===== config.mk =====
export PLATFORM = sky130hd
export DESIGN_NAME = bus_uart_bridge
export DESIGN_NICKNAME = d
export VERILOG_FILES = /design/src/rtl/bus_uart_bridge_pkg.sv /design/src/rtl/bus_uart_bridge_timeout.sv /design/src/rtl/bus_uart_bridge.sv
export SDC_FILE = /design/constraint.sdc
export NUM_CORES = 1
export LEC_CHECK = 0
export CAP_MARGIN = 0
export CELL_PAD_IN_SITES_DETAIL_PLACEMENT = 1
export CELL_PAD_IN_SITES_GLOBAL_PLACEMENT = 2
export CORE_ASPECT_RATIO = 0.6
export CORE_UTILIZATION = 32
export DETAILED_ROUTE_END_ITERATION = 10
export PLACE_DENSITY = 0.82
export SYNTH_ARGS = -nofsm -noshare
export SYNTH_HDL_FRONTEND = slang
export SYNTH_SLANG_ARGS = --single-unit

===== constraint.sdc =====
create_clock -name clk -period 2.5 [get_ports clk]
set_input_delay 0.5 -clock clk [delete_from_list [all_inputs] [get_ports clk]]
set_output_delay 0.5 -clock clk [all_outputs]
set_load 0.05 [all_outputs]

===== src/rtl/bus_uart_bridge_pkg.sv =====
// Shared bus field layout, frame opcodes/replies and bridge FSM encoding.
package bus_uart_bridge_pkg;

  // Combined peripheral bus, request direction (bridge -> peripherals).
  localparam int unsigned BUS_FIELD_BE_START    = 0;
  localparam int unsigned BUS_FIELD_BE_END      = 4;
  localparam int unsigned BUS_FIELD_ADDR_START  = 4;
  localparam int unsigned BUS_FIELD_ADDR_END    = 36;
  localparam int unsigned BUS_FIELD_WDATA_START = 36;
  localparam int unsigned BUS_FIELD_WDATA_END   = 68;
  localparam int unsigned BUS_FIELD_RD_REQ      = 68;
  localparam int unsigned BUS_FIELD_WR_REQ      = 69;
  localparam int unsigned BUS_FIELD_RESET_L     = 70;
  localparam int unsigned BUS_FIELD_CLK         = 71;
  localparam int unsigned BUS_IN_WIDTH          = 72;

  // Return direction (peripherals -> bridge).
  localparam int unsigned BUS_RD_DATA_START = 0;
  localparam int unsigned BUS_RD_DATA_END   = 32;
  localparam int unsigned BUS_OUT_WIDTH     = 32;

  localparam logic [7:0] OP_WRITE  = 8'h57;
  localparam logic [7:0] OP_READ   = 8'h52;
  localparam logic [7:0] REPLY_OK  = 8'h2B;
  localparam logic [7:0] REPLY_BAD = 8'h3F;

  typedef enum logic [2:0] {
    StIdle,
    StGetAddr,
    StGetWdata,
    StBusWr,
    StBusRd,
    StRdWait,
    StSendByte
  } state_e;

endpackage


===== src/rtl/bus_uart_bridge_timeout.sv =====
// Inter-byte watchdog: counts enabled idle cycles and pulses expired at the limit.
module bridge_timeout_counter (
  input  logic        clk,
  input  logic        reset,
  input  logic        clear,
  input  logic        enable,
  input  logic [31:0] limit,
  output logic        expired
);

  logic [31:0] cnt_q, cnt_d;

  assign expired = enable && !clear && (cnt_q == limit);

  always_comb begin
    cnt_d = cnt_q;
    if (clear || !enable) begin
      cnt_d = '0;
    end else if (!expired) begin
      cnt_d = cnt_q + 32'd1;
    end
  end

  always_ff @(posedge clk) begin
    if (reset) begin
      cnt_q <= '0;
    end else begin
      cnt_q <= cnt_d;
    end
  end

endmodule


===== src/rtl/bus_uart_bridge.sv =====
// Byte-stream command decoder acting as single-transaction master on the peripheral bus.
module bus_uart_bridge
  import bus_uart_bridge_pkg::*;
#(
  parameter int unsigned RD_LATENCY     = 1,
  parameter logic [31:0] TIMEOUT_CYCLES = 32'd1152000
) (
  input  logic                     clk,
  input  logic                     reset,
  input  logic [7:0]               rx_data,
  input  logic                     rx_valid,
  output logic [7:0]               tx_data,
  output logic                     tx_valid,
  input  logic                     tx_ready,
  output logic [BUS_IN_WIDTH-1:0]  bus_in,
  input  logic [BUS_OUT_WIDTH-1:0] bus_out,
  output logic                     busy
);

  state_e      state_q, state_d;
  logic [1:0]  byte_cnt_q, byte_cnt_d;
  logic        is_write_q, is_write_d;
  logic [31:0] addr_sh_q, addr_sh_d;
  logic [31:0] bus_addr_q, bus_addr_d;
  logic [31:0] wdata_q, wdata_d;
  logic [31:0] tx_buf_q, tx_buf_d;
  logic [3:0]  lat_cnt_q, lat_cnt_d;
  logic [2:0]  tx_left_q, tx_left_d;
  logic        tx_valid_q, tx_valid_d;
  logic [7:0]  tx_data_q, tx_data_d;
  logic        tmo_enable, tmo_expired;

  assign tmo_enable = (state_q == StGetAddr) || (state_q == StGetWdata);

  bridge_timeout_counter u_timeout (
    .clk    (clk),
    .reset  (reset),
    .clear  (rx_valid),
    .enable (tmo_enable),
    .limit  (TIMEOUT_CYCLES),
    .expired(tmo_expired)
  );

  always_ff @(posedge clk) begin
    if (reset) begin
      state_q    <= StIdle;
      byte_cnt_q <= '0;
      is_write_q <= 1'b0;
      addr_sh_q  <= '0;
      bus_addr_q <= '0;
      wdata_q    <= '0;
      tx_buf_q   <= '0;
      lat_cnt_q  <= '0;
      tx_left_q  <= '0;
      tx_valid_q <= 1'b0;
      tx_data_q  <= '0;
    end else begin
      state_q    <= state_d;
      byte_cnt_q <= byte_cnt_d;
      is_write_q <= is_write_d;
      addr_sh_q  <= addr_sh_d;
      bus_addr_q <= bus_addr_d;
      wdata_q    <= wdata_d;
      tx_buf_q   <= tx_buf_d;
      lat_cnt_q  <= lat_cnt_d;
      tx_left_q  <= tx_left_d;
      tx_valid_q <= tx_valid_d;
      tx_data_q  <= tx_data_d;
    end
  end

  always_comb begin
    state_d    = state_q;
    byte_cnt_d = byte_cnt_q;
    is_write_d = is_write_q;
    addr_sh_d  = addr_sh_q;
    bus_addr_d = bus_addr_q;
    wdata_d    = wdata_q;
    tx_buf_d   = tx_buf_q;
    lat_cnt_d  = lat_cnt_q;
    tx_left_d  = tx_left_q;
    tx_valid_d = tx_valid_q;
    tx_data_d  = tx_data_q;
    unique case (state_q)
      StIdle: begin
        if (rx_valid) begin
          if (rx_data == OP_WRITE || rx_data == OP_READ) begin
            is_write_d = (rx_data == OP_WRITE);
            byte_cnt_d = '0;
            state_d    = StGetAddr;
          end else begin
            tx_buf_d  = {REPLY_BAD, 24'h0};
            tx_left_d = 3'd1;
            state_d   = StSendByte;
          end
        end
      end
      StGetAddr: begin
        if (rx_valid) begin
          addr_sh_d  = {addr_sh_q[23:0], rx_data};
          byte_cnt_d = byte_cnt_q + 2'd1;
          if (byte_cnt_q == 2'd3) begin
            if (is_write_q) begin
              state_d = StGetWdata;
            end else begin
              bus_addr_d = addr_sh_d;
              state_d    = StBusRd;
            end
          end
        end else if (tmo_expired) begin
          state_d = StIdle;
        end
      end
      StGetWdata: begin
        if (rx_valid) begin
          wdata_d    = {wdata_q[23:0], rx_data};
          byte_cnt_d = byte_cnt_q + 2'd1;
          if (byte_cnt_q == 2'd3) begin
            bus_addr_d = addr_sh_q;
            state_d    = StBusWr;
          end
        end else if (tmo_expired) begin
          state_d = StIdle;
        end
      end
      StBusWr: begin
        tx_buf_d  = {REPLY_OK, 24'h0};
        tx_left_d = 3'd1;
        state_d   = StSendByte;
      end
      StBusRd: begin
        lat_cnt_d = 4'd1;
        state_d   = StRdWait;
      end
      StRdWait: begin
        if (lat_cnt_q == 4'(RD_LATENCY)) begin
          tx_buf_d  = bus_out[BUS_RD_DATA_END-1:BUS_RD_DATA_START];
          tx_left_d = 3'd4;
          state_d   = StSendByte;
        end else begin
          lat_cnt_d = lat_cnt_q + 4'd1;
        end
      end
      StSendByte: begin
        // Present the next byte when nothing is on the port or the current one was taken.
        if (!tx_valid_q || (tx_ready && tx_left_q != 3'd0)) begin
          tx_valid_d = 1'b1;
          tx_data_d  = tx_buf_q[31:24];
          tx_buf_d   = {tx_buf_q[23:0], 8'h0};
          tx_left_d  = tx_left_q - 3'd1;
        end else if (tx_ready) begin
          tx_valid_d = 1'b0;
          tx_data_d  = '0;
          state_d    = StIdle;
        end
      end
      default: state_d = StIdle;
    endcase
  end

  always_comb begin
    bus_in = '0;
    bus_in[BUS_FIELD_ADDR_END-1:BUS_FIELD_ADDR_START] = bus_addr_q;
    if (state_q == StBusWr) begin
      bus_in[BUS_FIELD_BE_END-1:BUS_FIELD_BE_START]       = 4'hF;
      bus_in[BUS_FIELD_WDATA_END-1:BUS_FIELD_WDATA_START] = wdata_q;
      bus_in[BUS_FIELD_WR_REQ]                            = 1'b1;
    end
    bus_in[BUS_FIELD_RD_REQ]  = (state_q == StBusRd);
    bus_in[BUS_FIELD_RESET_L] = ~reset;
    bus_in[BUS_FIELD_CLK]     = clk;
    tx_valid = tx_valid_q;
    tx_data  = tx_data_q;
    busy     = (state_q != StIdle);
  end

endmodule

==> flow_metrics.py <==
metrics = {
    "cts": {
        "cts_tree": "done",
        "insertion_delay_ns": 0.55,
        "clk_pin_slew_ns": 0.07,
    },
    "global_route": {
        "grt_pass1_vias": 7627,
        "grt_pass1_wl_um": 41700,
        "grt_usage": 0.201,
        "grt_max_degree": 149,
        "overflow": 0,
        "antenna_found_initial": 0,
    },
    "flow_run": {
        "drv_cap": 0,
    },
    "sta": {
        "fmax_mhz": 417,
        "finalCritPeriodShare": 0.962,
        "rsz0062_at_grt": "false",
        "setup_viol_count_final": 0,
        "setup_tns_ns": 0,
        "finClkSkew_ns": 0.0108,
        "worst_slack_ns": 0.0938,
        "hold_viol": 0,
        "fin_crit_ns": 2.41,
        "relSlewSlack": 0.518,
        "drv_slew": 0,
        "worst-slew-pin-transition_ns": 0.722,
    },
    "finish": {
        "finalNonFillerCells": 1448,
        "antennaDiodeCount": 0,
        "regArea_mm2": 0.00365,
        "layout-drive-gt1-share": 0.136,
        "nFillCells": 2873,
        "design.final.nets": 1166,
        "area_growth_pct": 31.2,
        "multiInputGateArea_mm2": 0.00404,
    },
    "detailed_routing": {
        "vias": 7546,
        "antenna_left": 0,
        "routed_wirelength_um": 26100,
        "drc": 0,
        "wl_per_cell_um": 18.0,
        "viasPerCell": 5.21,
        "drtIter0Drc": 523,
        "first_pass_iters": 4,
    },
    "worst_setup_path": {
        "start_kind": "clock port",
        "r2r_start": "u_timeout.cnt_q[11]$_SDFFE_PP0N_",
        "arrival_ns": 1.91,
        "crit_fanout": 2,
        "cp-startpoint": "clk",
        "critical_path_required_ns": 2.00,
        "r2r_cells": 5,
        "criticalPathCategory": "clock port to output port",
        "critPathCaptureType": "output port",
    },
    "power": {
        "leakage_nw": 3.47,
        "ir_worst_vdd_uv": 551,
        "p_per_area_mw_per_mm2": 904,
        "power_w": 0.00960,
    },
    "placement": {
        "dp.cells": 1408,
        "routabilityCongestion": 0.806,
        "port_buffers": 125,
        "dp_slack_ns": -0.218,
        "dp_hpwl_um": 17100,
    },
    "logic_synthesis": {
        "synth-seq-area-share": 0.450,
        "ys_warn_count": 0,
        "synthDistinctLibCells": 59,
        "netlist_instances": 997,
        "syn-cell-area_mm2": 0.00809,
        "synthArstFlopShare": 0,
        "synthFlopType": "dfxtp_1",
        "avgSynthCellArea_um2": 8.11,
        "synth_seq_cells": 182,
        "synth_nets": 1048,
        "synth_edf_count": 0,
    },
    "floorplanning": {
        "die_area_mm2": 0.0259,
        "rows": 44,
        "dieWidth_um": 207,
        "start_util": 0.330,
        "dieHeight_um": 125,
        "io_pins": 126,
        "core_area_mm2": 0.0245,
    },
    "hold_path": {
        "min_path_cells": 2,
        "hp-class": "register to register",
        "hp-start": "wdata_q[25]$_SDFFE_PP0P_",
    },
    "status": {
        "outcome": "completed",
    },
}
[worst paths after layout]
path / to / slack (ns)
worst min-delay path: wdata_q[25]$_SDFFE_PP0P_ / 0.45
worst max register to register: u_timeout.cnt_q[1]$_SDFFE_PP0N_ / 0.40
worst min register to register: wdata_q[25]$_SDFFE_PP0P_ / 0.45
worst max-delay path: bus_in[71] / 0.09
[layer usage]
layer | track usage | routed length, um | vias up
met3 | 0.0445 | 1030 | 16
met4 | 0.0421 | 167 | 0
met5 | 0 | 0 | -
met1 | 0.295 | 13700 | 3678
met2 | 0.297 | 11200 | 116
li1 | - | - | 3736
[metrics by stage]
| step | util | hold slack, ns | instance area [um2] |
|---|---|---|---|
| global placement | 0.403 | 0.442 | 9870 |
| detailed placement | 0.403 | 0.444 | 9870 |
| global route | 0.433 | 0.468 | 10600 |
| floorplan | - | 0.432 | 8090 |
| CTS | 0.429 | 0.453 | 10500 |
| finish | 0.433 | 0.450 | 10600 |
[critical path: stages]
cell,delay (ns)
clkbuf_16,0.12
clkbuf_16,0.13
dlygate4sd2_1,0.41
[state kept, by name, indices dropped and copies added (netlist names)]
register / flops
addr_sh_q: 32
bus_addr_q: 32
tx_buf_q: 32
u_timeout.cnt_q: 32
wdata_q: 32
tx_data: 8
lat_cnt_q: 4
state_q: 3
tx_left_q: 3
byte_cnt_q: 2
is_write_q: 1
tx_valid: 1
[cell usage in the layout (no fill, tap or decap), types with 8 or more instances in the layout]
cell type and instances:
buf_12 18, a211oi_1 13, nand3_1 24, a22oi_1 18, nor3_1 13, xnor2_1 22, nor2_1 66, dfxtp_1 179
and2_1 34, a21oi_1 118, nand4_1 16, o21ai_0 54, nand2b_1 8, nand2_1 190, a311oi_1 39, nor4_1 14
buf_4 73, clkdlybuf4s50_1 83, inv_1 12, clkbuf_16 21
[report_power, final]
part           leakage, nW  internal (W)  switching [W]  total, W
Sequential            1.47       0.00322       0.000285   0.00351
Clock                0.327       0.00176        0.00127   0.00303
Combinational         1.67       0.00117        0.00190   0.00307
Total                 3.47       0.00614        0.00345   0.00960
[layout make-up]
| cell class | count | share of cell area |
|---|---|---|
| clock inverter | 9 | 0.00955 |
| clock buffer | 25 | 0.0522 |
| inverter | 14 | 0.00507 |
| tap | 322 | 0.0380 |
| timing repair buffer | 179 | 0.170 |
| sequential | 182 | 0.344 |
| multi-input combinational | 717 | 0.380 |
[cells by family after synthesis]
kind of cell,after synthesis,share of synthesized area
buffers and inverters,98,0.0524
flip-flops,182,0.450
AO/OA/AOI/OAI,275,0.218
adder cells (fa/ha/maj),7,0.0108
multiplexers,1,0.00124
XOR/XNOR,30,0.0334
AND/OR/NAND/NOR,404,0.234
[Yosys cell counts, types with 2 or more instances]
library cell  instances  share of area
a211oi_1             13          0.012
a211oi_2              6         0.0093
a21oi_1             118          0.073
a22oi_1              18          0.017
a311oi_1             39          0.042
and2_1               34          0.026
and3_1                7         0.0054
and4_1                3         0.0032
buf_1                 5         0.0023
buf_2                 9         0.0056
buf_4                 6         0.0056
buf_6                 3         0.0042
clkbuf_1             61          0.028
clkinv_1              2        0.00093
dfxtp_1             182           0.45
ha_1                  7          0.011
inv_1                12         0.0056
nand2_1             190          0.088
nand2b_1              8         0.0062
nand3_1              24          0.015
nand3b_1              2         0.0019
nand4_1              16          0.012
nor2_1               70          0.032
nor2b_1               4         0.0031
nor3_1               13         0.0080
nor3b_1               3         0.0028
nor4_1               14          0.011
nor4b_1               3         0.0032
o211ai_1              3         0.0028
o21a_1                2         0.0019
o21ai_0              54          0.033
o22ai_1               7         0.0054
o41ai_1               3         0.0032
or3_1                 4         0.0031
xnor2_1              22          0.024
xor2_1                7         0.0076
[what timing repair did]
| item | 4_1_cts | 5_1_grt |
|---|---|---|
| setup endpoints to repair | 35 | 33 |
| pin swaps | 0 | 1 |
| gates cloned | 0 | 2 |
| hold buffers | 0 | 0 |
| buffers inserted | 0 | 5 |
| gates resized for setup | 5 | 6 |
Note: power is estimated with default switching activity, not from simulation.
